$ cat src/rtl/apb_uart_pkg.sv
// ---------------------------------------------------------------------------
// apb_uart_pkg
// Shared definitions for the APB front-end of the UART core:
//   - register address map (8-bit byte addresses)
//   - bridge FSM state encoding
//   - request-kind encoding produced by the address decoder
//   - helper functions that map a request kind to read direction / strobes
// ---------------------------------------------------------------------------
package apb_uart_pkg;

    localparam logic [7:0] BAUD_ADDR    = 8'h00;
    localparam logic [7:0] FRAME_ADDR   = 8'h04;
    localparam logic [7:0] PARITY_ADDR  = 8'h08;
    localparam logic [7:0] SBITS_ADDR   = 8'h0C;
    localparam logic [7:0] TX_DATA_ADDR = 8'h10;
    localparam logic [7:0] RX_DATA_ADDR = 8'h14;

    typedef enum logic [1:0] {
        IDLE  = 2'd0,
        ISSUE = 2'd1,
        RESP  = 2'd2,
        ERR   = 2'd3
    } bridge_state_t;

    typedef enum logic [2:0] {
        REQ_CFG_WR  = 3'd0,
        REQ_CFG_RD  = 3'd1,
        REQ_TX      = 3'd2,
        REQ_RX      = 3'd3,
        REQ_ILLEGAL = 3'd4
    } req_kind_t;

    // True for request kinds whose completion returns core read data.
    function automatic logic is_read_kind(input req_kind_t kind);
        return (kind == REQ_CFG_RD) || (kind == REQ_RX);
    endfunction

    // One-hot strobe vector {TX, RX, CFG_WR, CFG_RD} for a request kind.
    function automatic logic [3:0] kind_strobes(input req_kind_t kind);
        logic [3:0] strobes;
        case (kind)
            REQ_TX:     strobes = 4'b1000;
            REQ_RX:     strobes = 4'b0100;
            REQ_CFG_WR: strobes = 4'b0010;
            REQ_CFG_RD: strobes = 4'b0001;
            default:    strobes = 4'b0000;
        endcase
        return strobes;
    endfunction

endpackage

$ cat src/rtl/apb_uart_addr_decode.sv
// ---------------------------------------------------------------------------
// apb_uart_addr_decode
// Purely combinational classification of an APB access.
//   paddr_i  : APB address
//   pwrite_i : 1 = write
//   kind_o   : request kind; REQ_ILLEGAL for unmapped addresses, writes to
//              RX_DATA and reads from TX_DATA
// ---------------------------------------------------------------------------
module apb_uart_addr_decode
    import apb_uart_pkg::*;
#(
    parameter int ADDR_WIDTH = 8
) (
    input  logic [ADDR_WIDTH-1:0] paddr_i,
    input  logic                  pwrite_i,
    output req_kind_t             kind_o
);

    // Address/direction to request-kind lookup.
    always_comb begin
        kind_o = REQ_ILLEGAL;
        case (paddr_i)
            ADDR_WIDTH'(BAUD_ADDR),
            ADDR_WIDTH'(FRAME_ADDR),
            ADDR_WIDTH'(PARITY_ADDR),
            ADDR_WIDTH'(SBITS_ADDR): begin
                if (pwrite_i) begin
                    kind_o = REQ_CFG_WR;
                end else begin
                    kind_o = REQ_CFG_RD;
                end
            end
            ADDR_WIDTH'(TX_DATA_ADDR): begin
                if (pwrite_i) begin
                    kind_o = REQ_TX;
                end else begin
                    kind_o = REQ_ILLEGAL;
                end
            end
            ADDR_WIDTH'(RX_DATA_ADDR): begin
                if (pwrite_i) begin
                    kind_o = REQ_ILLEGAL;
                end else begin
                    kind_o = REQ_RX;
                end
            end
            default: kind_o = REQ_ILLEGAL;
        endcase
    end

endmodule

$ cat src/rtl/apb_uart_apb_bridge.sv
// ---------------------------------------------------------------------------
// apb_uart_apb_bridge
// APB3 slave that turns setup/access phases into level-held request strobes
// for the UART core and returns PRDATA/PREADY/PSLVERR once the core answers,
// a timeout fires, or the access is rejected locally.
//
// Ports
//   PCLK, PRESETn                 clock, synchronous active-low reset
//   PSEL/PENABLE/PWRITE/PADDR/PWDATA  APB request
//   PRDATA/PREADY/PSLVERR         APB response (registered)
//   write_data_out/config_address latched PWDATA/PADDR for the core
//   TX_detect/RX_detect/config_write_detect/config_read_detect
//                                 request strobes (one-hot, held until done)
//   read_data_in/uart_ready/uart_error  core response
// ---------------------------------------------------------------------------
module apb_uart_apb_bridge
    import apb_uart_pkg::*;
#(
    parameter int DATA_WIDTH     = 32,
    parameter int ADDR_WIDTH     = 8,
    parameter int TIMEOUT_CYCLES = 1048575
) (
    input  logic                  PCLK,
    input  logic                  PRESETn,
    input  logic                  PSEL,
    input  logic                  PENABLE,
    input  logic                  PWRITE,
    input  logic [ADDR_WIDTH-1:0] PADDR,
    input  logic [DATA_WIDTH-1:0] PWDATA,
    output logic [DATA_WIDTH-1:0] PRDATA,
    output logic                  PREADY,
    output logic                  PSLVERR,
    output logic [DATA_WIDTH-1:0] write_data_out,
    output logic [ADDR_WIDTH-1:0] config_address,
    output logic                  TX_detect,
    output logic                  RX_detect,
    output logic                  config_write_detect,
    output logic                  config_read_detect,
    input  logic [DATA_WIDTH-1:0] read_data_in,
    input  logic                  uart_ready,
    input  logic                  uart_error
);

    localparam int              CNT_W    = $clog2(TIMEOUT_CYCLES + 1);
    localparam logic [CNT_W-1:0] CNT_LAST = CNT_W'(TIMEOUT_CYCLES - 1);

    bridge_state_t          state_q,   state_d;
    req_kind_t              kind_q,    kind_d;
    logic [CNT_W-1:0]       cnt_q,     cnt_d;
    logic [DATA_WIDTH-1:0]  prdata_q,  prdata_d;
    logic                   pready_q,  pready_d;
    logic                   pslverr_q, pslverr_d;
    logic [DATA_WIDTH-1:0]  wdata_q,   wdata_d;
    logic [ADDR_WIDTH-1:0]  addr_q,    addr_d;
    logic [3:0]             strobe_q,  strobe_d;
    req_kind_t              dec_kind_s;

    apb_uart_addr_decode #(
        .ADDR_WIDTH (ADDR_WIDTH)
    ) u_decode (
        .paddr_i  (PADDR),
        .pwrite_i (PWRITE),
        .kind_o   (dec_kind_s)
    );

    // Next-state and next-output logic. Outputs are computed for the state
    // being entered so that every port is driven straight from a flop.
    always_comb begin
        state_d   = state_q;
        kind_d    = kind_q;
        cnt_d     = cnt_q;
        wdata_d   = wdata_q;
        addr_d    = addr_q;
        prdata_d  = '0;
        pready_d  = 1'b0;
        pslverr_d = 1'b0;
        strobe_d  = 4'b0000;
        case (state_q)
            IDLE: begin
                if (PSEL && !PENABLE) begin
                    addr_d  = PADDR;
                    wdata_d = PWDATA;
                    kind_d  = dec_kind_s;
                    cnt_d   = '0;
                    if (dec_kind_s == REQ_ILLEGAL) begin
                        state_d   = ERR;
                        pready_d  = 1'b1;
                        pslverr_d = 1'b1;
                    end else begin
                        state_d  = ISSUE;
                        strobe_d = kind_strobes(dec_kind_s);
                    end
                end else begin
                    state_d = IDLE;
                end
            end
            ISSUE: begin
                if (!PSEL) begin
                    // Master abandoned the transfer: drop the request silently.
                    state_d = IDLE;
                end else if ((cnt_q != '0) && uart_ready) begin
                    // cnt_q == 0 is the first request cycle; a ready seen
                    // there may be left over from the previous transfer.
                    state_d   = RESP;
                    pready_d  = 1'b1;
                    pslverr_d = uart_error;
                    if (is_read_kind(kind_q)) begin
                        prdata_d = read_data_in;
                    end else begin
                        prdata_d = '0;
                    end
                end else if (cnt_q == CNT_LAST) begin
                    state_d   = RESP;
                    pready_d  = 1'b1;
                    pslverr_d = 1'b1;
                end else begin
                    cnt_d    = cnt_q + CNT_W'(1);
                    strobe_d = kind_strobes(kind_q);
                end
            end
            RESP: begin
                state_d = IDLE;
            end
            ERR: begin
                state_d = IDLE;
            end
            default: begin
                state_d = IDLE;
            end
        endcase
    end

    // State and output registers with synchronous active-low reset.
    always_ff @(posedge PCLK) begin
        if (!PRESETn) begin
            state_q   <= IDLE;
            kind_q    <= REQ_ILLEGAL;
            cnt_q     <= '0;
            prdata_q  <= '0;
            pready_q  <= 1'b0;
            pslverr_q <= 1'b0;
            wdata_q   <= '0;
            addr_q    <= '0;
            strobe_q  <= 4'b0000;
        end else begin
            state_q   <= state_d;
            kind_q    <= kind_d;
            cnt_q     <= cnt_d;
            prdata_q  <= prdata_d;
            pready_q  <= pready_d;
            pslverr_q <= pslverr_d;
            wdata_q   <= wdata_d;
            addr_q    <= addr_d;
            strobe_q  <= strobe_d;
        end
    end

    assign PRDATA              = prdata_q;
    assign PREADY              = pready_q;
    assign PSLVERR             = pslverr_q;
    assign write_data_out      = wdata_q;
    assign config_address      = addr_q;
    assign TX_detect           = strobe_q[3];
    assign RX_detect           = strobe_q[2];
    assign config_write_detect = strobe_q[1];
    assign config_read_detect  = strobe_q[0];

endmodule

$ cat config.mk
export PLATFORM = sky130hd
export DESIGN_NAME = apb_uart_apb_bridge
export DESIGN_NICKNAME = d
export VERILOG_FILES = /design/src/rtl/apb_uart_pkg.sv /design/src/rtl/apb_uart_addr_decode.sv /design/src/rtl/apb_uart_apb_bridge.sv
export SDC_FILE = /design/constraint.sdc
export NUM_CORES = 1
export LEC_CHECK = 0
export ABC_AREA = 1
export ABC_CLOCK_PERIOD_IN_PS = 1600
export CORE_MARGIN = 8
export CORE_UTILIZATION = 30
export DETAILED_ROUTE_END_ITERATION = 16
export REMOVE_ABC_BUFFERS = 1
export SKIP_LAST_GASP = 1
export SLEW_MARGIN = 20
export SYNTH_ARGS = -nofsm -noshare
export SYNTH_HDL_FRONTEND = slang
export SYNTH_SLANG_ARGS = --single-unit
$ cat constraint.sdc
create_clock -name PCLK -period 1.6 [get_ports PCLK]
set_clock_uncertainty 0.15 [all_clocks]
set_input_delay 0.4 -clock PCLK [delete_from_list [all_inputs] [get_ports PCLK]]
set_output_delay 0.4 -clock PCLK [all_outputs]
set_load 0.02 [all_outputs]
# Word-level counts from Yosys, hierarchy flattened
# Index checks and enable logic that the tools add are counted.
[word_totals]
out_inout_bits = 78
word_cells = 78
input_bits = 79
register_bits = 103
[op_classes]
eq_ne = 21
n_reduce_logical = 15
muxes = 32
n_addsub = 1
[op_table]
columns = ["cell", "n"]
rows = [
  ["two-way mux 20 bit", 4],
  ["case mux 20 bit (2 select lines)", 1],
  ["case mux 4 bit (4 select lines)", 2],
  ["adder 20 x 1 -> 20 bit (second input constant)", 1],
  ["== test 20 bit (second input constant)", 1],
  ["two-way mux 4 bit", 5],
  ["nonzero test 20 bit", 1],
  ["== test 8 x 4 -> 1 bit (second input constant)", 2],
  ["== test 8 x 5 -> 1 bit (second input constant)", 2],
  ["== test 3 x 2 -> 1 bit (second input constant)", 4],
  ["two-way mux 2 bit", 5],
  ["AND reduction 5 bit", 2],
  ["case mux 3 bit (3 select lines)", 1],
  ["== test 8 x 3 -> 1 bit (second input constant)", 1],
  ["zero test 8 bit", 1],
  ["two-way mux 1 bit", 8],
  ["inequality test 2 bit (second input constant)", 4],
  ["case mux 4 bit (2 select lines)", 1],
  ["== test 3 x 1 -> 1 bit (second input constant)", 2],
  ["zero test 3 bit", 2],
  ["two-way mux 3 bit", 2],
  ["case mux 2 bit (3 select lines)", 1],
  ["== test 2 bit (second input constant)", 2],
  ["inequality test 4 bit (second input constant)", 1],
  ["other kinds (11)", 13],
]

# Longest topological paths before layout
# Gate-level depths: netlist of the first run.
[logic_depth]
depth_word = 8
mapped_depth = 11
depth_no_buf = 11

# Cells and area by module
# A second synthesis of the first run with hierarchy kept.
[unflattened]
hier_cells = 611
hier_area_um2 = 4325.4
[by_module_without_submodules]
columns = ["module", "instances", "cells_each", "seq_area_each_um2", "area_each_um2"]
rows = [
  ["apb_uart_apb_bridge", 1, 581, 2062.0, 4187.8],
  ["apb_uart_addr_decode", 1, 30, 0.0, 137.6],
]

# Worst setup path before layout of the first run
# No wires, ideal clock.
[synth_timing]
path_kind = "register -> register"
startpoint = "register cnt_q[0]"
endpoint = "register cnt_q[16]"
arrival_time_ns = 1.434
path_buffers = 1
stages_incl_launch_ff = 12
synth_period_minus_slack_ns = 1.655
setup_slack_ns = -0.055
path_cell_list = "dfxtp_1 -> inv_1 -> ha_1 -> nand2_1 -> nor2_1 -> nand3_1 -> nand2_2 -> nand3_4 -> nand2_4 -> buf_6 -> nand2_1 -> a21oi_1"
[synth_via]
elab_chain_cells = 5
word_cells_on_any_way = 11
cone_classes = "add/sub (1); eq/ne (3); mux (4); reduce/logical (3)"
[synth_lines]
columns = ["item", "line", "rtl"]
rows = [
  ["from (decl)", "apb_uart_apb_bridge.sv:49", "logic [CNT_W-1:0] cnt_q, cnt_d;"],
  ["from (signal assigned)", "apb_uart_apb_bridge.sv:148", "cnt_q <= cnt_d;"],
  ["adder 20 x 1 -> 20 bit", "apb_uart_apb_bridge.sv:117", "cnt_d = cnt_q + CNT_W'(1);"],
  ["two-way mux 20 bit", "apb_uart_apb_bridge.sv:112", "end else if (cnt_q == CNT_LAST) begin"],
  ["two-way mux 20 bit", "apb_uart_apb_bridge.sv:101", "end else if ((cnt_q != '0) && uart_ready) begin"],
  ["two-way mux 20 bit", "apb_uart_apb_bridge.sv:98", "if (!PSEL) begin"],
  ["case mux 20 bit (2 select lines)", "apb_uart_apb_bridge.sv:78", "case (state_q)"],
]
# Several ways; a longest one is shown, not always the timed one. The select of a mux whose other input is x is not followed.
# A chain may end at the register's enable or synchronous reset.

# Worst setup path after layout of the first run
[layout_timing]
startpoint = "register cnt_q[9]"
endpoint = "register cnt_q[11]"
# The elaborated chain is that of the path after synthesis.

==> reports/metrics.csv, run 1 <==
metric,value,unit
grt_start_max_net_pins,33,
clk_pin_slew_worst_paths,0.08,ns
die_y,134.5,µm
ys_seq_area_share,48.95,%
numCtsBuffers,9,
cts_hold_buf,0,
synthFlopType,dfxtp_1,
ys.warnings.count,0,
p_leak,0.003143,µW
setup.worst_path.start_class,flip-flop,
syn_area,4213,µm²
yosys-top-cells-area,"dfxtp_1 49%, nor2_1 15%, nand2_1 8.0%, inv_1 5.5%, o21ai_0 5.0%",
synth_cell_type_count,29,
start_util,30.47,%
cp-end-kind,flip-flop,
min_path_cells,3,
cts_root_buffer,clkbuf_16,
final_nets,906,
grt_pass1_vias,4463,
synth_cells,593,
yosysTopAreaCell,dfxtp_1,
critPathKind,flip-flop to flip-flop,
fin_crit_sh,107.0,%
reg2reg_slack,-0.11,ns
wl_per_cell,13.57,µm
ys_ff_latch,103,
antenna_cells,0,
slew_viol_final,0,
slew_headroom,80.41,%
violations,setup timing,
drt_iter0_drc,228,
pwr-share-comb,14.0,%
cp.arrival,1.84,ns
coreArea,13830,µm²
final_antenna_net_count,0,
r2r-end,cnt_q[11],
dieArea,18090,µm²
fin_cells,1009,
hold_start,PADDR[7],
min_path_type,input pin to flip-flop,
grtUsageTotal,15.17,%
power_switching,1488,µW
area_growth_syn_to_layout,67.36,%
cts.path.max_buffers,2,
dp_slack,-0.4741,ns
drc,0,
swShare,25.59,%
avgSynthCellArea,7.104,µm²
placed_cells,977,
dr.pass1.iters,4,
internal_power,4327,µW
pwr-share-seq,46.2,%
async_reset_ff_share,0,%
r2r_cells,9,
htree_num_levels,3,
drive_gt1_share,23.52,%
fmax,584.1,MHz
synthMostInstantiatedCell,nor2_1,
vias,4423,
timing.final.hold_violations,0,
outcome,finished with violations,
grt_antenna_before_repair,0,
worstReg2RegStart,cnt_q[9],
numPortBuffers,156,
core.rowCount,43,
worst_hold_path.endpoint,config_address[7],
vias_per_cell,4.384,
postLayoutSetupSlackWorst,-0.1119,ns
cp-startpoint,cnt_q[9],
cp.required,1.73,ns
grt_pass1_wl,22030,µm
dp_hpwl,9998,µm
synth_top_area_share,48.95,%
setup-violations-final,59,
ioPinCount,157,
cts_sinks,103,
fin_crit,1.712,ns
fill_cells,1335,
ys_top_cells_by_count,"170 x nor2_1, 103 x dfxtp_1, 90 x nand2_1, 62 x inv_1, 42 x o21ai_0",
place.gp.congestion,0.8647,
path_max_fanout,5,
grt_overflow,0,
rsz0062_at_grt,true,
synth-edff-count,0,
maxCapViolCount,0,
cts_tree,done,
peakVddDrop,0.0008519,V
power.clock.fraction,39.8,%
insertion_delay,0.35,ns
drt_wl_total,13690,µm
power_density,824.9,nW/µm²
worstMarginPinSlew,0.2939,ns
die_x,134.5,µm
-- worst max-delay path: stages, from the launching register on --
cell,delay [ns]
dfxtp_2,0.35
or2_1,0.24
nor2_2,0.11
nand3_2,0.12
nand2_2,0.11
nand3_4,0.11
nand2_4,0.13
buf_6,0.14
nand2_2,0.05
a21oi_2,0.13
-- timing repair --
action / CTS / global route
cloned: 3 / 0
pin swaps: 14 / 7
setup endpoints to repair: 140 / 139
setup buffers: 8 / 5
resized for setup: 146 / 100
-- power groups by stage --
stage / logic (µW) / registers, µW / clock network (µW)
6_report: 815 / 2690 / 2320
3_3_place_gp: 796 / 2750 / 0
5_1_grt: 886 / 2700 / 2480
3_5_place_dp: 803 / 2750 / 0
4_1_cts: 800 / 2690 / 2380
2_1_floorplan: 211 / 2840 / 0
-- routing by layer --
metal	track usage [%]	vias to the layer above	part of all wire, %
met1	16.31	1996	41
met5	0	-	0
li1	-	2293	-
met2	25.59	117	47
met3	6.835	17	9.5
met4	5.864	0	1.9
-- through the flow --
step	util [%]	power (µW)	hold slack (ns)	cell area, µm²	TNS [ns]
after floorplan	-	3051	0.2833	4099	-92.65
after global placement	46.82	3541	0.3130	6474	-33.59
after detailed placement	46.82	3554	0.3142	6474	-37.93
after CTS	50.29	5870	0.3257	6954	-2.301
after global routing	50.99	6063	0.2235	7051	-9.830
final	50.99	5816	0.2173	7051	-4.642
-- layout by cell type (no fill, tap or decap), drive strengths merged, types with 3 or more instances in the layout --
master	netlist	layout
a21oi	26	26
buf	6	89
clkbuf	19	30
clkdlybuf4s15	0	29
clkdlybuf4s50	0	73
clkinv	1	3
dfxtp	103	103
dlygate4sd2	0	30
dlymetal6s2s	0	4
ha	3	3
inv	63	66
nand2	92	92
nand3	37	37
nand4	4	4
nor2	174	174
nor3	6	6
o21ai	42	42
or2	3	3
xnor2	8	8
xor2	4	4
-- logic make-up (layout without fill, tap and decap cells) --
logic type,count (synthesis),after routing,share of synthesized area [%]
AND/OR/NAND/NOR,317,317,31.01
flip-flops,103,103,48.95
buffers and inverters,89,325,8.405
AO/OA/AOI/OAI,69,69,8.257
XOR/XNOR,12,12,2.495
adder cells (fa/ha/maj),3,3,0.8911
-- how the worst max path moves through the flow --
stage	cells after the start	endpoint	slack, ns
finish	9	cnt_q[11]	-0.11
global route	11	cnt_q[10]	-0.23
CTS	11	cnt_q[11]	-0.13
detailed placement	8	PRDATA[0]	-0.47
global placement	11	kind_q[2]	-0.41
floorplan	8	kind_q[2]	-1.72
-- sequential cells by signal, summed over array words and instances, names as in the netlist --
register,count
PRDATA,32
write_data_out,32
cnt_q,20
config_address,8
strobe_q,4
kind_q,3
state_q,2
PREADY,1
PSLVERR,1
-- area by class of cell --
type	instances	area (µm²)	share of cell area [%]
clock buffers	10	239.0	3.390
repair buffers	245	2201	31.22
flip-flops and latches	103	2082	29.53
clock inverters	6	75.07	1.065
inverters	64	246.5	3.496
well taps	180	225.2	3.194
multi-input cells	401	1982	28.11
(Power assumes the default switching activity.)
==> run 2, diff against run 1 <==
--- a/config.mk
+++ b/config.mk
@@ -7,6 +7,7 @@
 export LEC_CHECK = 0
 export ABC_AREA = 1
 export ABC_CLOCK_PERIOD_IN_PS = 1600
+export CAP_MARGIN = 20
 export CORE_MARGIN = 8
 export CORE_UTILIZATION = 30
 export DETAILED_ROUTE_END_ITERATION = 16
==> results of run 2 <==
The final DEF is identical to that of run 1; final timing and power are the same.
==> run 3, diff against run 2 <==
--- a/config.mk
+++ b/config.mk
@@ -6,8 +6,7 @@
 export NUM_CORES = 1
 export LEC_CHECK = 0
 export ABC_AREA = 1
-export ABC_CLOCK_PERIOD_IN_PS = 1600
-export CAP_MARGIN = 20
+export ABC_CLOCK_PERIOD_IN_PS = 2000
 export CORE_MARGIN = 8
 export CORE_UTILIZATION = 30
 export DETAILED_ROUTE_END_ITERATION = 16
==> constraint.sdc (replaced) <==
create_clock -name PCLK -period 2 [get_ports PCLK]
set_clock_uncertainty 0.15 [all_clocks]
set_input_delay 0.4 -clock PCLK [delete_from_list [all_inputs] [get_ports PCLK]]
set_output_delay 0.4 -clock PCLK [all_outputs]
set_load 0.02 [all_outputs]
==> reports/metrics.csv, run 3 (same netlist as run 1, synthesis figures left out) <==
metric,value,unit,change
outcome,"finished, final reports clean",,
cts.path.max_buffers,2,,unchanged
critPathKind,flip-flop to output port,,
ioPinCount,157,,unchanged
reg2reg_slack,0.17,ns,+0.28 ns
cts_root_buffer,clkbuf_16,,
grt_overflow,0,,unchanged
final_core_util,46.56,%,-4.4 points
dr.pass1.iters,5,,+1
regArea,2064,µm²,-0.84%
crit_family,buffers and inverters,,
cp.arrival,1.32,ns,-0.52 ns
power_density,698.2,nW/µm²,-15%
grt_antenna_before_repair,0,,unchanged
multi_input_area,1799,µm²,-9.2%
numCtsBuffers,9,,unchanged
fin_crit,1.875,ns,
ctsResizeCount,0,,-100%
final_antenna_net_count,0,,unchanged
cp-end-kind,output port,,
critical_path_buf_inv_count,1,,unchanged
path_max_fanout,2,,-3
worstMarginPinSlew,0.3490,ns,+0.05515 ns
cts_tree,done,,
fmax,533.4,MHz,
dp_hpwl,9501,µm,-5.0%
cts_setup_buffers,0,,-8
placed_cells,931,,-4.7%
layout_common_cells,"170 x nor2_1, 156 x clkdlybuf4s50_1, 101 x dfxtp_1",,
start_util,30.47,%,unchanged
grt_start_max_net_pins,47,,+42%
fin_total_pwr,4494,µW,-23%
clk_pin_slew_worst_paths,0.07,ns,about the same
wl_per_cell,13.09,µm,-3.5%
maxCapViolCount,0,,unchanged
die_x,134.5,µm,unchanged
vias,4174,,-5.6%
dieArea,18090,µm²,unchanged
fin_cells,947,,-6.1%
r2r-end,cnt_q[13],,
slew_headroom,76.70,%,-3.7 points
worstReg2RegStart,cnt_q[4],,
fill_cells,1359,,+1.8%
critPathMaxStageDelay,0.64,ns,+0.29 ns
drc,0,,unchanged
cp.required,1.45,ns,-0.28 ns
min_path_type,flip-flop to flip-flop,,
slew_viol_final,0,,unchanged
drt_iter0_drc,165,,-28%
coreArea,13830,µm²,unchanged
final_common_cell,nor2_1,,
cts_sinks,103,,unchanged
setup.worst_path.start_class,flip-flop,,
p_leak,0.002542,µW,-19%
place.gp.congestion,0.9207,,+6.5%
drt_wl_total,12400,µm,-9.5%
min_path_cells,2,,-1
numPortBuffers,156,,unchanged
antenna_cells,0,,unchanged
htree_num_levels,3,,unchanged
cts_hold_buf,0,,unchanged
fin_crit_sh,93.74,%,
insertion_delay,0.35,ns,about the same
hold_start,write_data_out[11],,
grtUsageTotal,14.11,%,-1.1 points
cpMaxStageDelayCell,clkdlybuf4s50_1,,
final_nets,844,,-6.8%
path_cells,clkdlybuf4s50_1,,
tns,0,ns,+4.642 ns
r2r_cells,9,,unchanged
die_y,134.5,µm,unchanged
core.rowCount,43,,unchanged
setup-violations-final,0,,-100%
grt_pass1_vias,4101,,-8.1%
drive_gt1_share,7.301,%,-16 points
timing.final.hold_violations,0,,unchanged
peakVddDrop,0.0003345,V,-61%
rsz0062_at_grt,false,,
grt_pass1_wl,20570,µm,-6.6%
worst_hold_path.endpoint,write_data_out[11],,
vias_per_cell,4.408,,+0.55%
area_growth_syn_to_layout,52.81,%,
run 3: cell count changes in the layout (fill, tap and decap cells not counted), sizes merged:
cell           change
buf               -62
bufinv             -1
clkbuf            -18
clkdlybuf4s15     -29
clkdlybuf4s50     +83
dlygate4sd2       -30
dlymetal6s2s       -4
inv                -1
run 3: cell type report:
cell class	instances	area share (%)
Sequential cell	103	32.07
Timing Repair Buffer	183	28.18
Multi-Input combinational cell	401	27.95
Clock buffer	12	3.984
Inverter	64	3.732
Clock inverter	4	0.5831
Tap cell	180	3.499
run 3: worst max-delay path by stage:
stage,cells after the start,from,slack [ns],endpoint
floorplan,8,PSEL,-1.32,kind_q[2]
global placement,8,PSEL,-0.02,PRDATA[21]
detailed placement,11,PADDR[7],-0.06,PREADY
CTS,1,write_data_out[19],0.10,write_data_out[19]
global route,9,cnt_q[3],0.01,cnt_q[18]
finish,1,write_data_out[8],0.13,write_data_out[8]
run 3: stage by stage:
step,instance area [µm²],setup slack (ns),hold WS (ns)
2_1_floorplan,4099,-1.322,0.2833
3_3_place_gp,6141,-0.01633,0.3124
3_5_place_dp,6141,-0.05994,0.3227
4_1_cts,6435,0.1025,0.3401
5_1_grt,6437,0.009691,0.3564
6_report,6437,0.1252,0.3347
run 3: worst reg2reg max path, delay by kind of cell (launching register included):
kind                   cells  cell delay (ns)
AOI/OAI and AO/OA          1             0.16
and+or+nand+nor            6             0.76
buffers and inverters      2             0.26
DFF                        1             0.42
run 3: metal layers:
metal	track usage, %	up-vias	part of all wire (%)
met4	4.866	0	1.5
met1	15.84	1855	42
li1	-	2166	-
met2	22.98	139	46
met5	0	-	0
met3	6.686	14	10
run 3: report_power, final:
| group | internal [µW] | switching, µW |
|---|---|---|
| Combinational | 327 | 296 |
| Clock | 931 | 789 |
| Sequential | 2120 | 34.5 |
| Total | 3380 | 1120 |
